`src/rtl/max7219_frame_sched.sv`:
```
// max7219_frame_sched: command scheduler feeding a MAX7219 serial driver.
// Runs the MAX7219 init sequence after reset, then writes 8-digit frames
// (HH-MM-SS time or a PPS checker pattern) on a periodic tick or when a new
// 6-byte time frame has been captured. One register write at a time is
// handed to the driver.
//
// Handshake: a command transfers on any sys_clk edge where cmd_valid and
// cmd_ready are both high; cmd_addr/cmd_data hold stable while cmd_valid is
// high and not yet accepted, and the next command of a sequence is presented
// on the edge of the accept, so a ready driver sees no gap cycle.
//
// Optional feature macro: MAX7219_REINIT_EN -- periodic re-init every
// REINIT_FRAMES frames. Without it, INIT runs only after reset.
module max7219_frame_sched #(
  parameter int          REFRESH_CYC   = 5000000,
  parameter int          GAP_CYC       = 50000,
  parameter logic [7:0]  DECODE        = 8'hFF,
  parameter logic [7:0]  SCAN_LIMIT    = 8'h07,
  parameter logic [3:0]  INTEN_RST     = 4'h8,
  parameter int          REINIT_FRAMES = 64
) (
  input  logic       sys_clk,
  input  logic       _rst,
  input  logic [7:0] pi_data,
  input  logic       flag,
  input  logic       pps,
  input  logic       inten_req,
  input  logic [3:0] inten_val,
  input  logic       cmd_ready,
  output logic       cmd_valid,
  output logic [7:0] cmd_addr,
  output logic [7:0] cmd_data,
  output logic       init_done,
  output logic       frame_done,
  output logic [1:0] dbg_state
);

  typedef enum logic [1:0] {ST_INIT, ST_IDLE, ST_CFG, ST_FRAME} state_t;

  localparam int RW = (REFRESH_CYC > 1) ? $clog2(REFRESH_CYC) : 1;
  localparam int GW = $clog2(GAP_CYC + 1);

  state_t      state;
  logic [2:0]  step;
  logic [RW-1:0] ref_cnt;
  logic        tick;
  logic [GW-1:0] gap_cnt;
  logic [2:0]  byte_cnt;
  logic [2:0]  eff_cnt;
  logic        gap_timeout;
  logic        commit;
  logic [39:0] shadow;
  logic [47:0] pending;
  logic        dirty;
  logic [47:0] snap_buf;
  logic        snap_pps;
  logic        inten_pend;
  logic [3:0]  inten_lat;
  logic        reinit_pend;
  logic        in_idle;
  logic        reinit_start;
  logic        cfg_start;
  logic        frame_start;

  assign dbg_state = state;

  // Init table entry i: {address, data}
  function automatic logic [15:0] init_cmd(input logic [2:0] i);
    case (i)
      3'd0:    return {8'h0C, 8'h00};
      3'd1:    return {8'h09, DECODE};
      3'd2:    return {8'h0A, 4'h0, INTEN_RST};
      3'd3:    return {8'h0B, SCAN_LIMIT};
      3'd4:    return {8'h0F, 8'h00};
      default: return {8'h0C, 8'h01};
    endcase
  endfunction

  // Digit k (0 = digit register 0x01) of a frame; t holds b0 in [47:40] .. b5 in [7:0]
  function automatic logic [7:0] digit(input logic [47:0] t, input logic pat,
                                       input logic [2:0] k);
    if (pat) return k[0] ? 8'h55 : 8'hAA;
    case (k)
      3'd0:    return t[7:0];
      3'd1:    return t[15:8];
      3'd2:    return 8'h0A;
      3'd3:    return t[23:16];
      3'd4:    return t[31:24];
      3'd5:    return 8'h0A;
      3'd6:    return t[39:32];
      default: return t[47:40];
    endcase
  endfunction

  // IDLE arbitration: reinit > intensity change > (tick or dirty)
  always_comb begin
    in_idle      = (state == ST_IDLE);
    reinit_start = in_idle && reinit_pend;
    cfg_start    = in_idle && !reinit_pend && inten_pend;
    frame_start  = in_idle && !reinit_pend && !inten_pend && (tick || dirty);
  end

  // A flag on the cycle the gap expires starts a fresh frame at byte 0
  always_comb begin
    gap_timeout = (gap_cnt == GW'(GAP_CYC));
    eff_cnt     = gap_timeout ? 3'd0 : byte_cnt;
    commit      = flag && (eff_cnt == 3'd5);
  end

  // Free-running refresh counter; a wrap sets tick, frame start clears it
  always_ff @(posedge sys_clk or negedge _rst) begin
    if (!_rst) begin
      ref_cnt <= '0;
      tick    <= 1'b0;
    end else if (ref_cnt == RW'(REFRESH_CYC - 1)) begin
      ref_cnt <= '0;
      tick    <= 1'b1;
    end else begin
      ref_cnt <= ref_cnt + RW'(1);
      if (frame_start) tick <= 1'b0;
    end
  end

  // Time byte capture with inter-byte gap timeout and 6-byte commit
  always_ff @(posedge sys_clk or negedge _rst) begin
    if (!_rst) begin
      gap_cnt  <= '0;
      byte_cnt <= 3'd0;
      shadow   <= '0;
      pending  <= '0;
    end else if (flag) begin
      gap_cnt <= '0;
      shadow  <= {shadow[31:0], pi_data};
      if (eff_cnt == 3'd5) begin
        pending  <= {shadow, pi_data};
        byte_cnt <= 3'd0;
      end else begin
        byte_cnt <= eff_cnt + 3'd1;
      end
    end else if (byte_cnt == 3'd0) begin
      gap_cnt <= '0;
    end else if (gap_timeout) begin
      byte_cnt <= 3'd0;
      gap_cnt  <= '0;
    end else begin
      gap_cnt <= gap_cnt + GW'(1);
    end
  end

  // Dirty flag: a commit wins over a simultaneous frame start
  always_ff @(posedge sys_clk or negedge _rst) begin
    if (!_rst)            dirty <= 1'b0;
    else if (commit)      dirty <= 1'b1;
    else if (frame_start) dirty <= 1'b0;
  end

  // Intensity request latch; the last value before service wins
  always_ff @(posedge sys_clk or negedge _rst) begin
    if (!_rst) begin
      inten_pend <= 1'b0;
      inten_lat  <= 4'h0;
    end else if (inten_req) begin
      inten_pend <= 1'b1;
      inten_lat  <= inten_val;
    end else if (cfg_start) begin
      inten_pend <= 1'b0;
    end
  end

`ifdef MAX7219_REINIT_EN
  localparam int FW = (REINIT_FRAMES > 1) ? $clog2(REINIT_FRAMES) : 1;
  logic [FW-1:0] frm_cnt;
  logic          frame_end;

  assign frame_end = (state == ST_FRAME) && cmd_valid && cmd_ready && (step == 3'd7);

  // Count completed frames and request a re-init every REINIT_FRAMES frames
  always_ff @(posedge sys_clk or negedge _rst) begin
    if (!_rst) begin
      frm_cnt     <= '0;
      reinit_pend <= 1'b0;
    end else begin
      if (frame_end) begin
        if (frm_cnt == FW'(REINIT_FRAMES - 1)) begin
          frm_cnt     <= '0;
          reinit_pend <= 1'b1;
        end else begin
          frm_cnt <= frm_cnt + FW'(1);
        end
      end
      if (reinit_start) reinit_pend <= 1'b0;
    end
  end
`else
  assign reinit_pend = 1'b0;
`endif

  // Main sequencer: INIT table, intensity write, frame writes
  always_ff @(posedge sys_clk or negedge _rst) begin
    if (!_rst) begin
      state      <= ST_INIT;
      step       <= 3'd0;
      cmd_valid  <= 1'b0;
      cmd_addr   <= 8'h00;
      cmd_data   <= 8'h00;
      init_done  <= 1'b0;
      frame_done <= 1'b0;
      snap_buf   <= '0;
      snap_pps   <= 1'b0;
    end else begin
      frame_done <= 1'b0;
      case (state)
        ST_INIT: begin
          if (!cmd_valid) begin
            cmd_valid            <= 1'b1;
            {cmd_addr, cmd_data} <= init_cmd(step);
          end else if (cmd_ready) begin
            if (step == 3'd5) begin
              cmd_valid <= 1'b0;
              init_done <= 1'b1;
              step      <= 3'd0;
              state     <= ST_IDLE;
            end else begin
              step                 <= step + 3'd1;
              {cmd_addr, cmd_data} <= init_cmd(step + 3'd1);
            end
          end
        end
        ST_IDLE: begin
          if (reinit_start) begin
            state                <= ST_INIT;
            init_done            <= 1'b0;
            step                 <= 3'd0;
            cmd_valid            <= 1'b1;
            {cmd_addr, cmd_data} <= init_cmd(3'd0);
          end else if (cfg_start) begin
            state     <= ST_CFG;
            cmd_valid <= 1'b1;
            cmd_addr  <= 8'h0A;
            cmd_data  <= {4'h0, inten_lat};
          end else if (frame_start) begin
            state     <= ST_FRAME;
            step      <= 3'd0;
            snap_buf  <= pending;
            snap_pps  <= pps;
            cmd_valid <= 1'b1;
            cmd_addr  <= 8'h01;
            cmd_data  <= digit(pending, pps, 3'd0);
          end
        end
        ST_CFG: begin
          if (cmd_ready) begin
            cmd_valid <= 1'b0;
            state     <= ST_IDLE;
          end
        end
        ST_FRAME: begin
          if (cmd_ready) begin
            if (step == 3'd7) begin
              cmd_valid  <= 1'b0;
              frame_done <= 1'b1;
              step       <= 3'd0;
              state      <= ST_IDLE;
            end else begin
              step     <= step + 3'd1;
              cmd_addr <= {5'b0, step} + 8'd2;
              cmd_data <= digit(snap_buf, snap_pps, step + 3'd1);
            end
          end
        end
        default: state <= ST_IDLE;
      endcase
    end
  end

endmodule

```
`config.mk`:
```
export PLATFORM = sky130hd
export DESIGN_NAME = max7219_frame_sched
export DESIGN_NICKNAME = d
export VERILOG_FILES = /design/src/rtl/max7219_frame_sched.sv
export SDC_FILE = /design/constraint.sdc
export NUM_CORES = 1
export LEC_CHECK = 0
export ABC_AREA = 1
export BUFFER_PORTS_ARGS = -buffer_cell sky130_fd_sc_hd__buf_2
export CAP_MARGIN = 10
export CORE_MARGIN = 1.5
export CORE_UTILIZATION = 45
export CTS_CLUSTER_SIZE = 12
export DETAILED_ROUTE_END_ITERATION = 8
export GPL_ROUTABILITY_DRIVEN = 1
export SETUP_SLACK_MARGIN = 0.05
export SYNTH_ARGS = -nofsm -noshare
export SYNTH_HDL_FRONTEND = slang
export SYNTH_SLANG_ARGS = --single-unit
```
`constraint.sdc`:
```
create_clock -name sys_clk -period 3.5 [get_ports sys_clk]
set_clock_uncertainty 0.1 [all_clocks]
set_input_delay 0.7 -clock sys_clk [delete_from_list [all_inputs] [get_ports sys_clk]]
set_output_delay 0.7 -clock sys_clk [all_outputs]
set_load 0.01 [all_outputs]
```
==> flow_summary.toml, run 1 <==
[outcome]
status = "complete, no violations"

[hold_path]
hold_path_class = "in2async"

[timing]
period_share_pct = 70.0
max_freq_mhz = 408
setup_slack_ps = 1050
slew_headroom_pct = 51.8
grt_setup_unrepaired = "no"
hold-worst-slack_ps = 151
finalSetupViolations = 0
final_period_minus_worst_setup_slack_ps = 2450
tightest_slew_ps = 723
slew_viol_final = 0
finalSetupTns_ps = 0
finalHoldViolCount = 0

[routing]
routedWlPerCell_um = 14.9
dr.pass1.iters = 6
postRouteWirelength_mm = 21.8
via_count = 7303
drtAntennaViolNets = 0
via_per_inst = 4.98
drc = 0
drt_iter0_markers = 382

[synthesis]
synthCells = 1146
synth_xor_xnor_area_share_pct = 1.55
async_reset_ff_share_pct = 100
dominant_synthesized_flop_cell = "dfrtp_1"
yosysMostFrequentCell = "nand2_1"
top_area_cells_in_the_synthesized_netlist = "dfrtp_1 54%, nand2_1 13%, o21ai_0 5.8%"
synthDominantCellAreaShare_pct = 53.7
muxShareOfSynthArea_pct = 0.352
synth_simple_gate_area_share_pct = 22.0
synth.top_cells.by_count = "320 x nand2_1, 206 x dfrtp_1, 146 x inv_1, 112 x o21ai_0, 69 x nor2_1"
synth_seq_cells = 206
postSynthAreaPerCell_um2 = 8.38
synth_area_leader_cell = "dfrtp_1"
syn-cell-area_mm2 = 0.00961
synth-seq-area-share_pct = 53.7
largest_family_of_logic_cells_by_synthesized_area = "simple AND/OR/NAND/NOR gates"
synth_edf_count = 0
synth_cell_types = 47
synth-compound-area-share_pct = 11.7
yosysWarningCount = 0
synthAdderAreaFrac_pct = 2.08

[clock_tree]
cts-htree-levels = 1
ctsResizeCount = 0
cts-buffers-inserted = 23
cts-root-to-sink-buffers = 3
ctsRootBufferMaster = "clkbuf_16"
worstSkewPairLatency_ps = 510
post_cts_buffers = 0
clk_pin_slew_worst_paths_ps = 60
postCtsHoldBufs = 0
clkSinkCount = 206
cts_tree = "built"

[finish]
stdcell_area_mm2 = 0.0107
fin_nets = 1208
drive_gt1_share_pct = 9.16
synthToLayoutAreaGrowth_pct = 11.8
n_antenna_cell = 0
layout_filler_cell_count = 2058

[global_routing]
maximum_number_of_pins_on_one_net_before_global_route_repair = 89
grt_antenna_before_repair = 0
globalRouteOverflowTotal = 0
grt_pass1_vias = 7029
grt_util_all_layers_pct = 20.7
global_route_wire_length_before_repair_mm = 36.8

[floorplanning]
floorplan.rows = 53
die_h_um = 149
die_outline_width_um = 149
design.core.area_mm2 = 0.0210
initial_core_util_pct = 45.8
ios = 39
fp.dieArea_mm2 = 0.0222

[worst_setup_path]
worstPathArrival_ps = 2760
reg2reg_depth = 13
first_element_of_the_critical_path = "step[1]"
critPathCaptureType = "flop"
timing.setup.critical_path_class = "reg2reg"
critical_path.max_fanout = 12
crit_path_cell_trace = "ha_1 > ha_1 > nor2_1 > nand2_1 > inv_1 > nor2_1 > nand2_1 > nand2_1 > nand2_1 > nand2_1 > nand3_1 > nand2_1 > inv_1"
cp.required_ps = 3800
rrSetupSlack_ps = 1050
slowest_stage = "dfrtp_1"
timing.critical_path.slowest_cell_delay_ps = 460
timing.rr.start = "step[1]"
crit_top_cell = "nand2_1"
worst_r2r_endpoint = "cmd_data[1]"
startpoint_type = "flop"

[pwr]
max_vdd_drop_uv = 387
power-per-cell-area_mw_per_mm2 = 785
power.leakage_nw = 5.26

[place]
placed_area_mm2 = 0.00998
dpl_worst_slack_ps = 1090
dp_hpwl_mm = 15.2
finalWeightedCongestion = 0.888
placement.io_buffers = 34

[run]
max_cap_viol_count = 0
[flip-flops by register name, summed over array words and instances (netlist names)]
signal      flops
pending        48
snap_buf       48
shadow         40
ref_cnt        23
gap_cnt        16
cmd_data        8
cmd_addr        4
inten_lat       4
byte_cnt        3
step            3
dbg_state       2
cmd_valid       1
dirty           1
frame_done      1
init_done       1
inten_pend      1
snap_pps        1
tick            1
[layout make-up]
class	count	area [um^2]	area share (%)
flip-flops and latches	206	5150	48.0
multi-input cells	747	3630	33.8
clock buffers	36	704	6.56
inverters	153	574	5.35
well taps	275	344	3.20
repair buffers	43	272	2.53
clock inverters	5	53.8	0.501
[metrics by stage]
stage,cells,power (mW),utilization [%]
3_5_place_dp,1424,6.04,47.6
5_1_grt,1465,9.04,51.2
6_report,1465,8.42,51.2
2_1_floorplan,1149,5.25,-
4_1_cts,1465,8.49,51.2
3_3_place_gp,1424,6.00,47.6
[worst max-delay path: cells and delay by family (launching register included)]
kind                     cells  cell delay [ps]
flip-flops                   1              460
AND/OR/NAND/NOR              9              900
buffers and inverters        2              200
adder cells (fa/ha/maj)      2              710
[power by group]
part | leakage, nW | internal (mW) | total, mW | switching (mW)
clock | 0.377 | 1.45 | 2.41 | 0.955
combinational | 2.23 | 0.856 | 2.47 | 1.61
sequential | 2.65 | 3.09 | 3.55 | 0.465
[how the worst max path moves through the flow]
| stage | to | slack, ps | cells after the start |
|---|---|---|---|
| final | cmd_data[1] | 1050 | 13 |
| after global routing | cmd_data[3] | 820 | 13 |
| after CTS | cmd_data[1] | 1060 | 13 |
| after floorplan | cmd_data[1] | 1450 | 14 |
| after detailed placement | cmd_data[5] | 1090 | 10 |
| after global placement | cmd_data[5] | 1120 | 9 |
[cell families (layout without fill, tap and decap cells)]
kind of cell,Yosys count,after routing
and+or+nand+nor,497,497
AOI/OAI and AO/OA,210,210
DFF,206,206
buffers and inverters,196,237
xor gates and xnor gates,17,17
adders and majority gates,16,16
muxes,3,3
other,1,4
[cells in the final DEF (no fill, tap or decap), drive strengths merged, types with 16 or more instances in the layout]
master	count
nor3	22
inv	153
dfrtp	206
a21oi	30
nand2	326
buf	42
nor2	74
nand3	44
ha	16
o21ai	160
clkbuf	37
[layer usage]
layer | global-route usage, % | routed length, um | vias up | share of wire (%)
met3 | 3.64 | 1100 | 45 | 5.1
li1 | - | - | 3692 | -
met2 | 32.0 | 9480 | 162 | 43
met1 | 29.3 | 10500 | 3404 | 48
met4 | 7.33 | 669 | 0 | 3.1
met5 | 0 | 0 | - | 0
Note: power is estimated with default switching activity, not from simulation.
==> inputs of run 2 (changes only) <==
==> constraint.sdc (replaced) <==
create_clock -name sys_clk -period 2.3 [get_ports sys_clk]
set_clock_uncertainty 0.1 [all_clocks]
set_input_delay 0.46 -clock sys_clk [delete_from_list [all_inputs] [get_ports sys_clk]]
set_output_delay 0.46 -clock sys_clk [all_outputs]
set_load 0.01 [all_outputs]
==> run 2 against run 1 <==
  * Clock power is 46% higher
  * Sequential power is 52% higher
  * Die area stayed put
  * Power is 52% higher
  * Sequential cell count stayed put
  * Highest routed layer unchanged
==> flow_summary.toml, run 2 (synthesis results as in run 1) <==
[worst_setup_path]
reg2reg_depth = 10
critical_path.max_fanout = 7
first_element_of_the_critical_path = "step[1]"
critPathCaptureType = "flop"
cp.required_ps = 2570
worst_r2r_endpoint = "cmd_data[4]"
timing.rr.start = "step[1]"
timing.setup.critical_path_class = "reg2reg"
critical_path.endpoint = "cmd_data[4]"
startpoint_type = "flop"
worstPathArrival_ps = 2340
rrSetupSlack_ps = 230

[clock_tree]
cts-root-to-sink-buffers = 3
worstSkewPairLatency_ps = 500
clkSinkCount = 206
clk_pin_slew_worst_paths_ps = 60
cts-htree-levels = 1
cts-buffers-inserted = 23
ctsRootBufferMaster = "clkbuf_16"
cts_tree = "built"

[global_routing]
global_route_wire_length_before_repair_mm = 36.7
grt_pass1_vias = 7188
globalRouteOverflowTotal = 0
maximum_number_of_pins_on_one_net_before_global_route_repair = 99
grt_util_all_layers_pct = 20.7
grt_antenna_before_repair = 0

[finish]
fin_nets = 1217
stdcell_area_mm2 = 0.0108
biggest_regs = "pending (48), snap_buf (48), shadow (40)"
post-route-util_pct = 51.6
drive_gt1_share_pct = 9.88
layout_common_cells = "319 x nand2_1, 205 x dfrtp_1, 145 x inv_1"
n_antenna_cell = 0
synthToLayoutAreaGrowth_pct = 12.6
final_common_cell = "nand2_1"
seqCellArea_mm2 = 0.00516
multiInputGateArea_mm2 = 0.00366
layout_filler_cell_count = 2006

[pwr]
power_report.internal_total_mw = 8.25
combPwrFrac_pct = 30.2
power.leakage_nw = 5.28
p_sw_mw = 4.54
clock_network_fraction_of_design_power_pct = 27.5
power-per-cell-area_mw_per_mm2 = 1180
swShare_pct = 35.5
power.share.sequential_pct = 42.3
max_vdd_drop_uv = 496

[timing]
max_freq_mhz = 483
finalHoldViolCount = 0
slew_headroom_pct = 63.7
finalSetupViolations = 0
grt_setup_unrepaired = "no"
hold-worst-slack_ps = 85.6
period_share_pct = 90.0
slew_viol_final = 0
final_period_minus_worst_setup_slack_ps = 2070
tightest_slew_ps = 544
finalSetupTns_ps = 0

[routing]
drc = 0
dr.pass1.iters = 5
postRouteWirelength_mm = 21.6
drt_iter0_markers = 354
via_per_inst = 4.98
via_count = 7309
drtAntennaViolNets = 0
routedWlPerCell_um = 14.7

[floorplanning]
floorplan.rows = 53
initial_core_util_pct = 45.8
die_outline_width_um = 149
fp.dieArea_mm2 = 0.0222
design.core.area_mm2 = 0.0210
die_h_um = 149
ios = 39

[place]
dp_hpwl_mm = 15.3
placement.io_buffers = 34
placed_area_mm2 = 0.0101
finalWeightedCongestion = 0.874

[outcome]
status = "complete, no violations"

[run]
max_cap_viol_count = 0

[hold_path]
hold_path_class = "in2reg"
## run 2: repair_timing
| action | in CTS | in global routing |
|---|---|---|
| setup endpoints to repair | 7 | 10 |
| resized for setup | 3 | 7 |
| hold buffers | 1 | 0 |
| hold endpoints to repair | 57 | 0 |
| buffers inserted | 0 | 0 |
## run 2: worst min path at each step
stage | start | cells after the start | end | slack, ps
final | pi_data[3] | 3 | shadow[3] | 90
after global routing | inten_val[3] | 2 | inten_lat[3] | 70
after CTS | inten_val[0] | 3 | inten_lat[0] | 60
after detailed placement | init_done | 2 | init_done | 350
after global placement | init_done | 2 | init_done | 340
after floorplan | _rst | 0 | byte_cnt[0] | 60
## run 2: metrics by stage
| stage | setup WS [ps] | power (mW) | cells |
|---|---|---|---|
| floorplan | 250 | 7.99 | 1149 |
| global placement | 71.7 | 9.21 | 1432 |
| detailed placement | -5.03 | 9.27 | 1432 |
| CTS | 52.1 | 12.9 | 1469 |
| global route | 58.2 | 13.8 | 1469 |
| finish | 230 | 12.8 | 1469 |
## run 2: cell type report
| cell class | count | share of cell area, % |
|---|---|---|
| Clock inverter | 3 | 0.601 |
| Sequential cell | 206 | 47.7 |
| Inverter | 153 | 5.31 |
| Clock buffer | 33 | 5.94 |
| Timing Repair Buffer | 52 | 3.50 |
| Multi-Input combinational cell | 747 | 33.8 |
| Tap cell | 275 | 3.18 |
## run 2: power by group through the flow
| stage | combinational, mW | sequential, mW | clock [mW] |
|---|---|---|---|
| CTS | 3.86 | 5.41 | 3.60 |
| global placement | 3.77 | 5.44 | 0 |
| detailed placement | 3.81 | 5.46 | 0 |
| finish | 3.86 | 5.41 | 3.51 |
| global route | 4.49 | 5.52 | 3.77 |
| floorplan | 2.77 | 5.22 | 0 |
## run 2: layer usage
metal	up-vias	global-route usage (%)	wire length (um)
li1	3701	-	-
met1	3445	30.3	10600
met2	124	31.8	9600
met3	39	2.91	858
met4	0	6.14	485
met5	-	0	0
## run 2: worst max-delay path: stages (launching register included)
cell and delay, ps:
dfrtp_2 460, ha_2 250, ha_1 220, nor2_1 170
nand2_1 110, nand2_1 150, o21ai_0 110, nand2_1 120
nand2_1 60, nor2_1 130, a21boi_1 90
==> inputs of run 3 (changes only) <==
==> constraint.sdc (replaced) <==
create_clock -name sys_clk -period 2.6 [get_ports sys_clk]
set_clock_uncertainty 0.1 [all_clocks]
set_input_delay 0.26 -clock sys_clk [delete_from_list [all_inputs] [get_ports sys_clk]]
set_output_delay 0.26 -clock sys_clk [all_outputs]
set_load 0.01 [all_outputs]
==> run 3 against run 2 <==
  * First-iteration DRC count increased by 19%
  * Die area unchanged
  * Design area increased by 1.9%
  * Via count increased by 1.5%
  * Clock-buffer cell count decreased by 2
  * Non-clock buffer count increased by 13
  * Combinational power decreased by 13%
  * Fmax decreased by 13%
  * Sequential share of layout area decreased by 0.89 points
  * Sequential cell count unchanged
  * Cell count increased by 1.4%
  * Clock power decreased by 3%
  * Largest cell class unchanged
==> flow_summary.toml, run 3 (synthesis results as in run 1) <==
[hold_path]
timing.hold.worst_path_depth = 3
hold_path_class = "in2reg"
min_from = "pps"
hold_path_end = "snap_pps"

[global_routing]
maximum_number_of_pins_on_one_net_before_global_route_repair = 99
global_route_wire_length_before_repair_mm = 36.6
globalRouteOverflowTotal = 0
grt_pass1_vias = 7155
grt_util_all_layers_pct = 20.8
grt_antenna_before_repair = 0

[timing]
finalSetupViolations = 0
slew_viol_final = 0
grt_setup_unrepaired = "no"
slew_headroom_pct = 62.5
finalSetupTns_ps = 0
final_period_minus_worst_setup_slack_ps = 2380
setup_slack_ps = 222
period_share_pct = 91.5
finalHoldViolCount = 0
max_freq_mhz = 420
tightest_slew_ps = 562

[routing]
routedWlPerCell_um = 14.8
dr.pass1.iters = 5
via_per_inst = 4.98
postRouteWirelength_mm = 22.1
drtAntennaViolNets = 0
drc = 0
via_count = 7422
drt_iter0_markers = 421

[finish]
biggest_regs = "pending (48), snap_buf (48), shadow (40)"
layout_filler_cell_count = 2033
final_common_cell = "nand2_1"
synthToLayoutAreaGrowth_pct = 14.8
drive_gt1_share_pct = 9.47
n_antenna_cell = 0
layout_common_cells = "320 x nand2_1, 206 x dfrtp_1, 146 x inv_1"
fin_nets = 1231

[worst_setup_path]
critPathCaptureType = "flop"
rrSetupSlack_ps = 220
startpoint_type = "flop"
timing.setup.critical_path_class = "reg2reg"
cp.required_ps = 2940
critical_path.max_fanout = 9
worst-path-buf-inv = 1
crit_path_cell_trace = "ha_1 > ha_2 > nand2_1 > inv_1 > nand2_1 > nand3_1 > nor2_1 > o21ai_0 > nand2_1 > a21boi_1"
worstPathArrival_ps = 2720
critical_path.top_delay_family = "adder cells"
timing.rr.start = "step[1]"
worst_r2r_endpoint = "cmd_data[7]"
crit_top_cell = "nand2_1"
reg2reg_depth = 10
slowest_stage = "dfrtp_1"
timing.critical_path.slowest_cell_delay_ps = 470

[pwr]
power-per-cell-area_mw_per_mm2 = 1050
power.leakage_nw = 5.38
max_vdd_drop_uv = 554

[floorplanning]
die_h_um = 149
die_outline_width_um = 149
initial_core_util_pct = 45.8
fp.dieArea_mm2 = 0.0222
floorplan.rows = 53
design.core.area_mm2 = 0.0210
ios = 39

[clock_tree]
cts_tree = "built"
cts-buffers-inserted = 24
post_cts_buffers = 0
clkSinkCount = 206
ctsRootBufferMaster = "clkbuf_16"
cts-htree-levels = 1
cts-root-to-sink-buffers = 3
worstSkewPairLatency_ps = 520
clk_pin_slew_worst_paths_ps = 60

[place]
placement.io_buffers = 34
dp_hpwl_mm = 15.3
dpl_worst_slack_ps = 237
finalWeightedCongestion = 0.862

[run]
max_cap_viol_count = 0

[outcome]
status = "complete, no violations"
run 3: cell count changes in the layout (fill, tap and decap cells not counted), sizes merged:
cell / delta
buf: -6
clkbuf: -2
dlygate4sd3: +19
bufinv: +1
clkinv: +8
run 3: timing repair:
| item | in CTS | in global routing |
|---|---|---|
| gates resized for setup | 0 | 1 |
| hold buffers | 20 | 0 |
| hold endpoints to repair | 82 | 0 |
| setup endpoints to repair | 0 | 2 |
run 3: tightest hold or removal path: cells and delay by family:
kind | cells | cell delay (ps)
buffers and inverters | 2 | 200
AO/OA/AOI/OAI | 1 | 160
run 3: layer usage:
| metal | share of wire, % | global-route usage [%] | vias up |
|---|---|---|---|
| met5 | 0 | 0 | - |
| met4 | 3.1 | 7.18 | 0 |
| met3 | 4.9 | 3.09 | 41 |
| met2 | 45 | 32.5 | 160 |
| met1 | 48 | 29.5 | 3487 |
| li1 | - | - | 3734 |
run 3: worst max path at each step:
stage,startpoint,to,depth (start not counted)
floorplan,step[0],cmd_data[1],14
global placement,step[1],cmd_data[7],10
detailed placement,step[1],cmd_data[7],10
CTS,step[1],cmd_data[7],10
global route,step[1],cmd_data[5],10
finish,step[1],cmd_data[7],10
run 3: stage by stage:
stage	cell area [um^2]	utilization (%)	instances	hold slack [ps]	power, mW
3_5_place_dp	10000	47.8	1426	202	8.17
2_1_floorplan	9620	-	1149	-136	7.06
3_3_place_gp	10000	47.8	1426	203	8.12
4_1_cts	11000	52.6	1489	23.1	11.7
5_1_grt	11000	52.6	1489	90.1	12.4
6_report	11000	52.6	1489	47.6	11.6
run 3: layout make-up:
cell class	instances	area, um^2	share of cell area [%]
multi-input combinational	747	3640	33.0
clock inverter	12	146	1.33
sequential	206	5150	46.8
tap	275	344	3.12
inverter	153	574	5.21
clock buffer	31	657	5.96
timing repair buffer	65	512	4.64
run 3: report_power, final:
| group | total [mW] | internal [mW] | switching [mW] | leakage (nW) |
|---|---|---|---|---|
| clock | 3.39 | 2.08 | 1.31 | 0.403 |
| sequential | 4.81 | 4.15 | 0.658 | 2.65 |
| combinational | 3.36 | 1.20 | 2.15 | 2.33 |
| total | 11.6 | 7.44 | 4.12 | 5.38 |
